File: src/rtl/mc_ctl.sv
// Multi-cycle MIPS-subset control FSM: FETCH/DECODE/EXEC/MEM/WB sequencing with
// variable-latency memory handshake, stall, timeout/illegal traps and retire count.
module mc_ctl #(
    parameter int ALUOP_W     = 5,
    parameter int MEM_TIMEOUT = 15,
    parameter int CNT_W       = 32
) (
    input  logic               clk,
    input  logic               reset,
    input  logic [5:0]         opcode,
    input  logic [5:0]         funct,
    input  logic               mem_ready,
    input  logic               alu_zero,
    input  logic               stall,
    output logic               ir_write,
    output logic               pc_write,
    output logic [1:0]         pc_src,
    output logic               iord,
    output logic               reg_dst,
    output logic               alu_src,
    output logic               reg_write,
    output logic               mem_read,
    output logic               mem_write,
    output logic               mem_to_reg,
    output logic [ALUOP_W-1:0] alu_op,
    output logic               illegal,
    output logic               mem_err,
    output logic [CNT_W-1:0]   retired
);
    typedef enum logic [2:0] {S_FETCH, S_DECODE, S_EXEC, S_MEM, S_WB, S_TRAP} state_t;
    typedef enum logic [2:0] {C_RALU, C_SHIFT, C_IALU, C_LW, C_SW, C_BEQ, C_J, C_BAD} cls_t;

    localparam logic [4:0] OP_ADD = 5'b00000, OP_SUB = 5'b00001, OP_AND = 5'b11000,
                           OP_NOR = 5'b10001, OP_OR  = 5'b11110, OP_XOR = 5'b10110,
                           OP_SLT = 5'b00111, OP_SLL = 5'b01000, OP_SRL = 5'b01001,
                           OP_SRA = 5'b01011;

    // Wait counter only needs to reach MEM_TIMEOUT-1; the trap fires on that cycle.
    localparam int WC_W = (MEM_TIMEOUT > 1) ? $clog2(MEM_TIMEOUT) : 1;
    localparam logic [WC_W-1:0] WC_LAST = WC_W'((MEM_TIMEOUT > 0) ? MEM_TIMEOUT - 1 : 0);

    state_t           state;
    cls_t             cls_q, dec_cls;
    logic [4:0]       op_q, dec_op;
    logic [WC_W-1:0]  wcnt;
    logic [CNT_W-1:0] retired_q;
    logic             illegal_q, mem_err_q;
    logic             timeout;

    assign timeout = (MEM_TIMEOUT > 0) && !mem_ready && (wcnt == WC_LAST);

    always_comb begin
        dec_cls = C_BAD;
        dec_op  = OP_ADD;
        case (opcode)
            6'b000000: begin
                case (funct)
                    6'b100000: begin dec_cls = C_RALU;  dec_op = OP_ADD; end
                    6'b100010: begin dec_cls = C_RALU;  dec_op = OP_SUB; end
                    6'b100100: begin dec_cls = C_RALU;  dec_op = OP_AND; end
                    6'b100111: begin dec_cls = C_RALU;  dec_op = OP_NOR; end
                    6'b100101: begin dec_cls = C_RALU;  dec_op = OP_OR;  end
                    6'b100110: begin dec_cls = C_RALU;  dec_op = OP_XOR; end
                    6'b101010: begin dec_cls = C_RALU;  dec_op = OP_SLT; end
                    6'b000000: begin dec_cls = C_SHIFT; dec_op = OP_SLL; end
                    6'b000010: begin dec_cls = C_SHIFT; dec_op = OP_SRL; end
                    6'b000011: begin dec_cls = C_SHIFT; dec_op = OP_SRA; end
                    default:   dec_cls = C_BAD;
                endcase
            end
            6'b001000: begin dec_cls = C_IALU; dec_op = OP_ADD; end
            6'b001100: begin dec_cls = C_IALU; dec_op = OP_AND; end
            6'b001101: begin dec_cls = C_IALU; dec_op = OP_OR;  end
            6'b001110: begin dec_cls = C_IALU; dec_op = OP_XOR; end
            6'b100011: dec_cls = C_LW;
            6'b101011: dec_cls = C_SW;
            6'b000100: begin dec_cls = C_BEQ; dec_op = OP_SUB; end
            6'b000010: dec_cls = C_J;
            default:   dec_cls = C_BAD;
        endcase
    end

    always_ff @(posedge clk) begin
        if (reset) begin
            state     <= S_FETCH;
            cls_q     <= C_RALU;
            op_q      <= OP_ADD;
            wcnt      <= '0;
            retired_q <= '0;
            illegal_q <= 1'b0;
            mem_err_q <= 1'b0;
        end else if (!stall) begin
            case (state)
                S_FETCH, S_MEM: begin
                    if (mem_ready) begin
                        wcnt <= '0;
                        if (state == S_FETCH)   state <= S_DECODE;
                        else if (cls_q == C_LW) state <= S_WB;
                        else begin
                            state     <= S_FETCH;
                            retired_q <= retired_q + CNT_W'(1);
                        end
                    end else if (timeout) begin
                        mem_err_q <= 1'b1;
                        state     <= S_TRAP;
                    end else begin
                        wcnt <= wcnt + WC_W'(1);
                    end
                end
                S_DECODE: begin
                    cls_q <= dec_cls;
                    op_q  <= dec_op;
                    if (dec_cls == C_BAD) begin
                        illegal_q <= 1'b1;
                        state     <= S_TRAP;
                    end else if (dec_cls == C_J) begin
                        retired_q <= retired_q + CNT_W'(1);
                        wcnt      <= '0;
                        state     <= S_FETCH;
                    end else begin
                        state <= S_EXEC;
                    end
                end
                S_EXEC: begin
                    wcnt <= '0;
                    if (cls_q == C_BEQ) begin
                        retired_q <= retired_q + CNT_W'(1);
                        state     <= S_FETCH;
                    end else if (cls_q == C_LW || cls_q == C_SW) begin
                        state <= S_MEM;
                    end else begin
                        state <= S_WB;
                    end
                end
                S_WB: begin
                    retired_q <= retired_q + CNT_W'(1);
                    wcnt      <= '0;
                    state     <= S_FETCH;
                end
                default: state <= S_TRAP;
            endcase
        end
    end

    // Strobes drop under stall; address/mux selects keep their state values.
    always_comb begin
        logic [4:0] aop;
        ir_write   = 1'b0;
        pc_write   = 1'b0;
        pc_src     = 2'd0;
        iord       = 1'b0;
        reg_dst    = 1'b0;
        alu_src    = 1'b0;
        reg_write  = 1'b0;
        mem_read   = 1'b0;
        mem_write  = 1'b0;
        mem_to_reg = 1'b0;
        aop        = OP_ADD;
        if (!reset) begin
            case (state)
                S_FETCH: begin
                    mem_read = !stall;
                    ir_write = mem_ready && !stall;
                    pc_write = mem_ready && !stall;
                end
                S_DECODE: begin
                    if (dec_cls == C_J) begin
                        pc_write = !stall;
                        pc_src   = 2'd2;
                    end
                end
                S_EXEC: begin
                    aop     = op_q;
                    alu_src = (cls_q == C_SHIFT) || (cls_q == C_IALU) ||
                              (cls_q == C_LW) || (cls_q == C_SW);
                    if (cls_q == C_BEQ) begin
                        pc_write = alu_zero && !stall;
                        pc_src   = 2'd1;
                    end
                end
                S_MEM: begin
                    iord      = 1'b1;
                    alu_src   = 1'b1;
                    mem_read  = (cls_q == C_LW) && !stall;
                    mem_write = (cls_q == C_SW) && !stall;
                end
                S_WB: begin
                    reg_write  = !stall;
                    reg_dst    = (cls_q == C_IALU) || (cls_q == C_LW);
                    mem_to_reg = (cls_q == C_LW);
                end
                default: ;
            endcase
        end
        alu_op = ALUOP_W'(aop);
    end

    assign illegal = illegal_q && !reset;
    assign mem_err = mem_err_q && !reset;
    assign retired = reset ? '0 : retired_q;
endmodule

File: config.mk
export PLATFORM = sky130hd
export DESIGN_NAME = mc_ctl
export DESIGN_NICKNAME = d
export VERILOG_FILES = /design/src/rtl/mc_ctl.sv
export SDC_FILE = /design/constraint.sdc
export NUM_CORES = 1
export LEC_CHECK = 0
export ABC_AREA = 1
export CAP_MARGIN = 20
export CORE_ASPECT_RATIO = 1.2
export CORE_MARGIN = 1.5
export CORE_UTILIZATION = 52
export CTS_CLUSTER_DIAMETER = 100
export DETAILED_ROUTE_END_ITERATION = 6
export GPL_ROUTABILITY_DRIVEN = 0
export PLACE_DENSITY_LB_ADDON = 0.2
export SLEW_MARGIN = 0
export SYNTH_ARGS = -nofsm -noshare
export SYNTH_HDL_FRONTEND = slang
export SYNTH_SLANG_ARGS = --single-unit
File: constraint.sdc
create_clock -name clk -period 1.8 [get_ports clk]
set_input_delay 0.36 -clock clk [delete_from_list [all_inputs] [get_ports clk]]
set_output_delay 0.36 -clock clk [all_outputs]
set_load 0.02 [all_outputs]
Yosys cells after proc, flatten, opt, wreduce, memory -nomap -nowiden

Cells that the tools add are included.

Mux-type cells: 52
Eq/ne operators: 37
Add/sub/neg operators: 2
Reductions and logical operators: 31
Divide/modulo/power cells: 0
Bitwise gates (word level): 2
Multiply operators: 0
Order comparisons: 0
Shifts and indexed selects: 0

Operators with widths:

| kind                    | count |
|---|---|
| $mux W32                | 7 |
| $pmux W32 S4            | 1 |
| $eq A6 B6 Y1 const B    | 9 |
| $pmux W5 S9             | 1 |
| $add A32 B1 Y32 const B | 1 |
| $pmux W5 S5             | 1 |
| $eq A6 B4 Y1 const B    | 4 |
| $mux W3                 | 7 |
| $eq A6 B2 Y1 const B    | 3 |
| $mux W1                 | 18 |
| $pmux W3 S6             | 1 |
| $mux W4                 | 4 |
| $eq A3 B3 Y1 const B    | 5 |
| $eq A3 B2 Y1 const B    | 4 |
| $logic_not A6 Y1        | 2 |
| $ne A2 B2 Y1 const B    | 6 |
| $pmux W3 S4             | 1 |
| $pmux W4 S3             | 1 |
| $mux W5                 | 2 |
| $reduce_and A8 Y1       | 1 |
| $logic_and A1 B1 Y1     | 7 |
| $reduce_or A7 Y1        | 1 |
| $eq A3 B1 Y1 const B    | 2 |
| $eq A6 B3 Y1 const B    | 1 |
| other kinds (21)        | 34 |

Memories: 0
RAM bits: 0
Bits of input ports: 17
Bits in latches: 0
Memory bits (read-only): 0
Flip-flop bits (word level): 49
Word-level logic and storage cells: 131

Depth between registers and ports, before layout

Word-level depth: 8
Gate-level depth with buffers: 13
Depth with buffers taken out: 13

Worst setup path before layout

No wires, ideal clock.

Path kind: input to output
Start point: input reset
End point: output reg_dst
Path buffers: 2
Setup slack: -0.006 ns
Cell stages on the path: 3
Data arrival time: 1.446 ns
Cell sequence: clkbuf_1 > buf_1 > nor4_1

Word-level cells in the longest chain between the ends: 1

RTL lines:

| what            | line | text |
|---|---|---|
| start, declared | 9    | `input logic reset,` |
| $mux W1         | 159  | `if (!reset) begin` |
| end, declared   | 19   | `output logic reg_dst,` |

Every way passes these cells.

Final worst setup path

Start point: register state[2]
End point: register retired_q[19]

Word-level cells in the longest chain between the ends: 4
Elaborated cells between the ends (all ways): 15

RTL lines:

| what                                                                | line   | text |
|---|---|---|
| start, declared                                                     | 42     | `state_t state;` |
| start signal, assigned                                              | 85     | `state <= S_FETCH;` |
| start signal, assigned                                              | 97     | `if (state == S_FETCH) state <= S_DECODE;` |
| start signal, assigned                                              | 98     | `else if (cls_q == C_LW) state <= S_WB;` |
| $eq A3 B2 Y1 or $logic_not A3 Y1 (tied branches)                    | 93, 97 |  |
| $reduce_or A2 Y1                                                    | 93     | `case (state)` |
| $reduce_bool A4 Y1 (no source line) or $ne A2 B2 Y1 (tied branches) | -      |  |
| $reduce_and A8 Y1 (no source line)                                  | -      |  |
| end signal, assigned                                                | 101    | `retired_q <= retired_q + CNT_W'(1);` |
| end signal, assigned                                                | 117    | `retired_q <= retired_q + CNT_W'(1);` |
| end signal, assigned                                                | 127    | `retired_q <= retired_q + CNT_W'(1);` |
| end, declared                                                       | 46     | `logic [CNT_W-1:0] retired_q;` |

Parallel ways exist; a longest one is shown, timed or not.
A chain may end at the register's enable or synchronous reset.

==> results.json <==
{
  "layout_worst_path_cycle_share": 1.03,
  "drt_wl_total_um": 11100,
  "syn_avg_cell_area_um2": 6.09,
  "die_w_um": 76.3,
  "cp_max_fo": 8,
  "final_hold_viol_count": 0,
  "relSlewSlack": 0.746,
  "synthesis.instances": 550,
  "instances_no_fill": 781,
  "fin_worst_skew_ns": 0.0123,
  "finalSetupViolations": 2,
  "detailroute.via_count": 4336,
  "finalCriticalPeriod_ns": 1.85,
  "grt_setup_unrepaired": "true",
  "grt_remaining_overflow": 0,
  "post-route-drc-count": 0,
  "cts_tree": "built",
  "crit_type": "reg -> reg",
  "fraction_of_layout_cells_with_a_size_suffix_above_1": 0.259,
  "timing.final.max_slew_violations": 0,
  "clock_tree.htree_level_count": 2,
  "ys.warnings.count": 0,
  "antenna_violating_nets_post_route": 0,
  "dp.cells": 762,
  "vias_in_the_first_global_route": 3987,
  "synth_fp_nets": 570,
  "layout_commonest_cell": "sky130_fd_sc_hd__nand2_1",
  "synthToLayoutAreaGrowth_pct": 47.9,
  "grt_first_pass_wirelength_um": 16700,
  "initial_utilization": 0.547,
  "syn-cell-area_um2": 3350,
  "critPathCaptureType": "register",
  "worst_slew_pin_slew_ns": 0.378,
  "place.detailed.hpwl_um": 7900,
  "irDropWorstVdd_v": 0.000389,
  "tns_ns": -0.0500,
  "dr.pass1.iters": 5,
  "io_buffers": 66,
  "mean_number_of_vias_per_cell": 5.55,
  "cts_inserted_buffers": 5,
  "cts.root.buffer_cell": "sky130_fd_sc_hd__clkbuf_8",
  "worstSetupStartpointType": "register",
  "number_of_antenna_violations_at_the_first_check_in_global_routing": 0,
  "first_iter_violations": 355,
  "final_nets": 720,
  "grt_max_degree": 33,
  "insertedDiodeCount": 0,
  "clk_transition_reported_paths_ns": 0.10,
  "worstSkewPairLatency_ns": 0.31,
  "power.static_leakage_nw": 2.26,
  "maxCapViolations": 0,
  "clock-sinks": 49,
  "status": "finished, violations left",
  "core_area_um2": 6130,
  "grt.total_usage": 0.291,
  "placement_rows": 31,
  "seq_area_frac_synth": 0.293,
  "cellPowerDensity_nw_per_um2": 519,
  "synth.distinct_cells": 39,
  "number_of_register_bits_inferred_by_synthesis": 49,
  "layout.cells.most_common_list": "107 x sky130_fd_sc_hd__nand2_1, 83 x sky130_fd_sc_hd__nor2_1, 83 x sky130_fd_sc_hd__buf_4",
  "fin_worst_hold_slack_ns": 0.475,
  "placed_area_um2": 4650,
  "maxClockFrequency_mhz": 541,
  "post-route-worst-setup-slack_ns": -0.0468,
  "design.portCount": 67,
  "die_area_um2": 6930,
  "failing_checks": "negative setup slack",
  "hold_path.class": "reg -> reg",
  "die_h_um": 90.9,
  "post-route-cell-area_um2": 4950,
  "ctsLongestPathBuffers": 2,
  "endpoint_arrival_time_on_the_critical_path_ns": 2.04,
  "cp.required_ns": 2.00,
  "wire_per_inst_um": 14.2
}
==> worst paths after layout <==
kind	from	to	slack, ns	cells past startpoint
max	state[2]	retired_q[19]	-0.05	13
min	op_q[2]	op_q[2]	0.47	2
max reg2reg	state[2]	retired_q[19]	-0.05	13
min reg2reg	op_q[2]	op_q[2]	0.47	2
==> cell usage after synthesis <==
library cell                instances  area [um^2]
sky130_fd_sc_hd__a21oi_1           37          185
sky130_fd_sc_hd__nand2_4            1         11.3
sky130_fd_sc_hd__nand3_4            1         17.5
sky130_fd_sc_hd__nor4_1             3         18.8
sky130_fd_sc_hd__o221ai_1           1         8.76
sky130_fd_sc_hd__buf_1              1         3.75
sky130_fd_sc_hd__nand3b_1           1         7.51
sky130_fd_sc_hd__o21a_1             1         7.51
sky130_fd_sc_hd__o21ai_1            9         45.0
sky130_fd_sc_hd__nor3_2             3         30.0
sky130_fd_sc_hd__nor3_1            25          125
sky130_fd_sc_hd__o21ai_0           20          100
sky130_fd_sc_hd__ha_1               3         37.5
sky130_fd_sc_hd__nor3b_2            1         12.5
sky130_fd_sc_hd__xnor2_1            1         8.76
sky130_fd_sc_hd__nand2_1          112          420
sky130_fd_sc_hd__inv_1             82          308
sky130_fd_sc_hd__a31oi_1            4         25.0
sky130_fd_sc_hd__and3_1             4         25.0
sky130_fd_sc_hd__or2_2              1         6.26
sky130_fd_sc_hd__nor2_2             3         18.8
sky130_fd_sc_hd__and2_1             1         6.26
sky130_fd_sc_hd__dfxtp_1           49          981
sky130_fd_sc_hd__inv_2              7         26.3
sky130_fd_sc_hd__clkbuf_1           9         33.8
sky130_fd_sc_hd__xor2_1            12          105
sky130_fd_sc_hd__nor2_1            87          327
sky130_fd_sc_hd__o2111ai_1          1         8.76
sky130_fd_sc_hd__buf_4              1         7.51
sky130_fd_sc_hd__nor2_4             3         33.8
sky130_fd_sc_hd__nand4_1           21          131
sky130_fd_sc_hd__buf_6              2         22.5
sky130_fd_sc_hd__a311oi_1           1         8.76
sky130_fd_sc_hd__nand3_2            2         20.0
sky130_fd_sc_hd__o22ai_1            1         6.26
sky130_fd_sc_hd__o311ai_0           2         17.5
sky130_fd_sc_hd__a211oi_1           1         7.51
sky130_fd_sc_hd__nand3_1           33          165
sky130_fd_sc_hd__nand2_2            3         18.8
==> cells by family (layout without fill, tap and decap cells) <==
kind of cell / after synthesis / in the layout / share of synthesized area
AOI/OAI and AO/OA: 78 / 78 / 0.126
DFF: 49 / 49 / 0.293
xor gates and xnor gates: 13 / 13 / 0.0340
adders and majority gates: 3 / 3 / 0.0112
and+or+nand+nor: 305 / 305 / 0.417
buffers and inverters: 102 / 251 / 0.120
==> registers in the layout (all words and copies together), names as in the netlist <==
| name | flops |
|---|---|
| cls_q | 3 |
| illegal_q | 1 |
| mem_err_q | 1 |
| op_q | 5 |
| retired_q | 32 |
| state | 3 |
| wcnt | 4 |
==> critical path, stage by stage (launching register included) <==
cell	delay (ns)
sky130_fd_sc_hd__dfxtp_4	0.40
sky130_fd_sc_hd__nor2_4	0.04
sky130_fd_sc_hd__buf_4	0.12
sky130_fd_sc_hd__nand2_1	0.08
sky130_fd_sc_hd__buf_4	0.12
sky130_fd_sc_hd__nand2_2	0.06
sky130_fd_sc_hd__nand2_2	0.10
sky130_fd_sc_hd__nand3_4	0.09
sky130_fd_sc_hd__nor2_4	0.13
sky130_fd_sc_hd__buf_12	0.14
sky130_fd_sc_hd__buf_4	0.11
sky130_fd_sc_hd__nand3_1	0.10
sky130_fd_sc_hd__o21ai_1	0.20
sky130_fd_sc_hd__a21oi_1	0.05
==> report_power, final <==
group          switching, mW  internal (mW)  total (mW)
Clock                  0.374          0.257       0.631
Combinational          0.421          0.361       0.782
Sequential            0.0378           1.12        1.16
Total                  0.833           1.74        2.57
==> per-layer routing <==
metal	routed length [um]	global-route usage
met1	3960	0.300
met2	5950	0.563
met3	655	0.0384
met4	504	0.145
met5	0	0
==> repair_timing <==
| action | CTS | global route |
|---|---|---|
| resized for setup | 121 | 61 |
| hold buffers | 0 | 0 |
| endpoints found under the setup margin | 88 | 51 |
| buffers inserted | 3 | 9 |
| pin swaps | 6 | 14 |
| hold endpoints to repair | 0 | 0 |
| cloned | 0 | 1 |
==> metrics by stage <==
| step | total power [mW] | worst slack (ns) | util |
|---|---|---|---|
| global placement | 1.80 | -0.698 | 0.759 |
| global route | 2.68 | -0.127 | 0.808 |
| CTS | 2.44 | -0.00198 | 0.763 |
| detailed placement | 1.82 | -0.750 | 0.759 |
| finish | 2.57 | -0.0468 | 0.808 |
| floorplan | 1.50 | 0.159 | - |
==> area by class of cell <==
class / instances / area [um^2]
flip-flops and latches: 49 / 1000
clock buffers: 5 / 68.8
multi-input cells: 399 / 2110
well taps: 82 / 103
repair buffers: 156 / 1310
fillers: 443 / 1180
inverters: 89 / 352
clock inverters: 1 / 5.00
(Power assumes the default switching activity.)
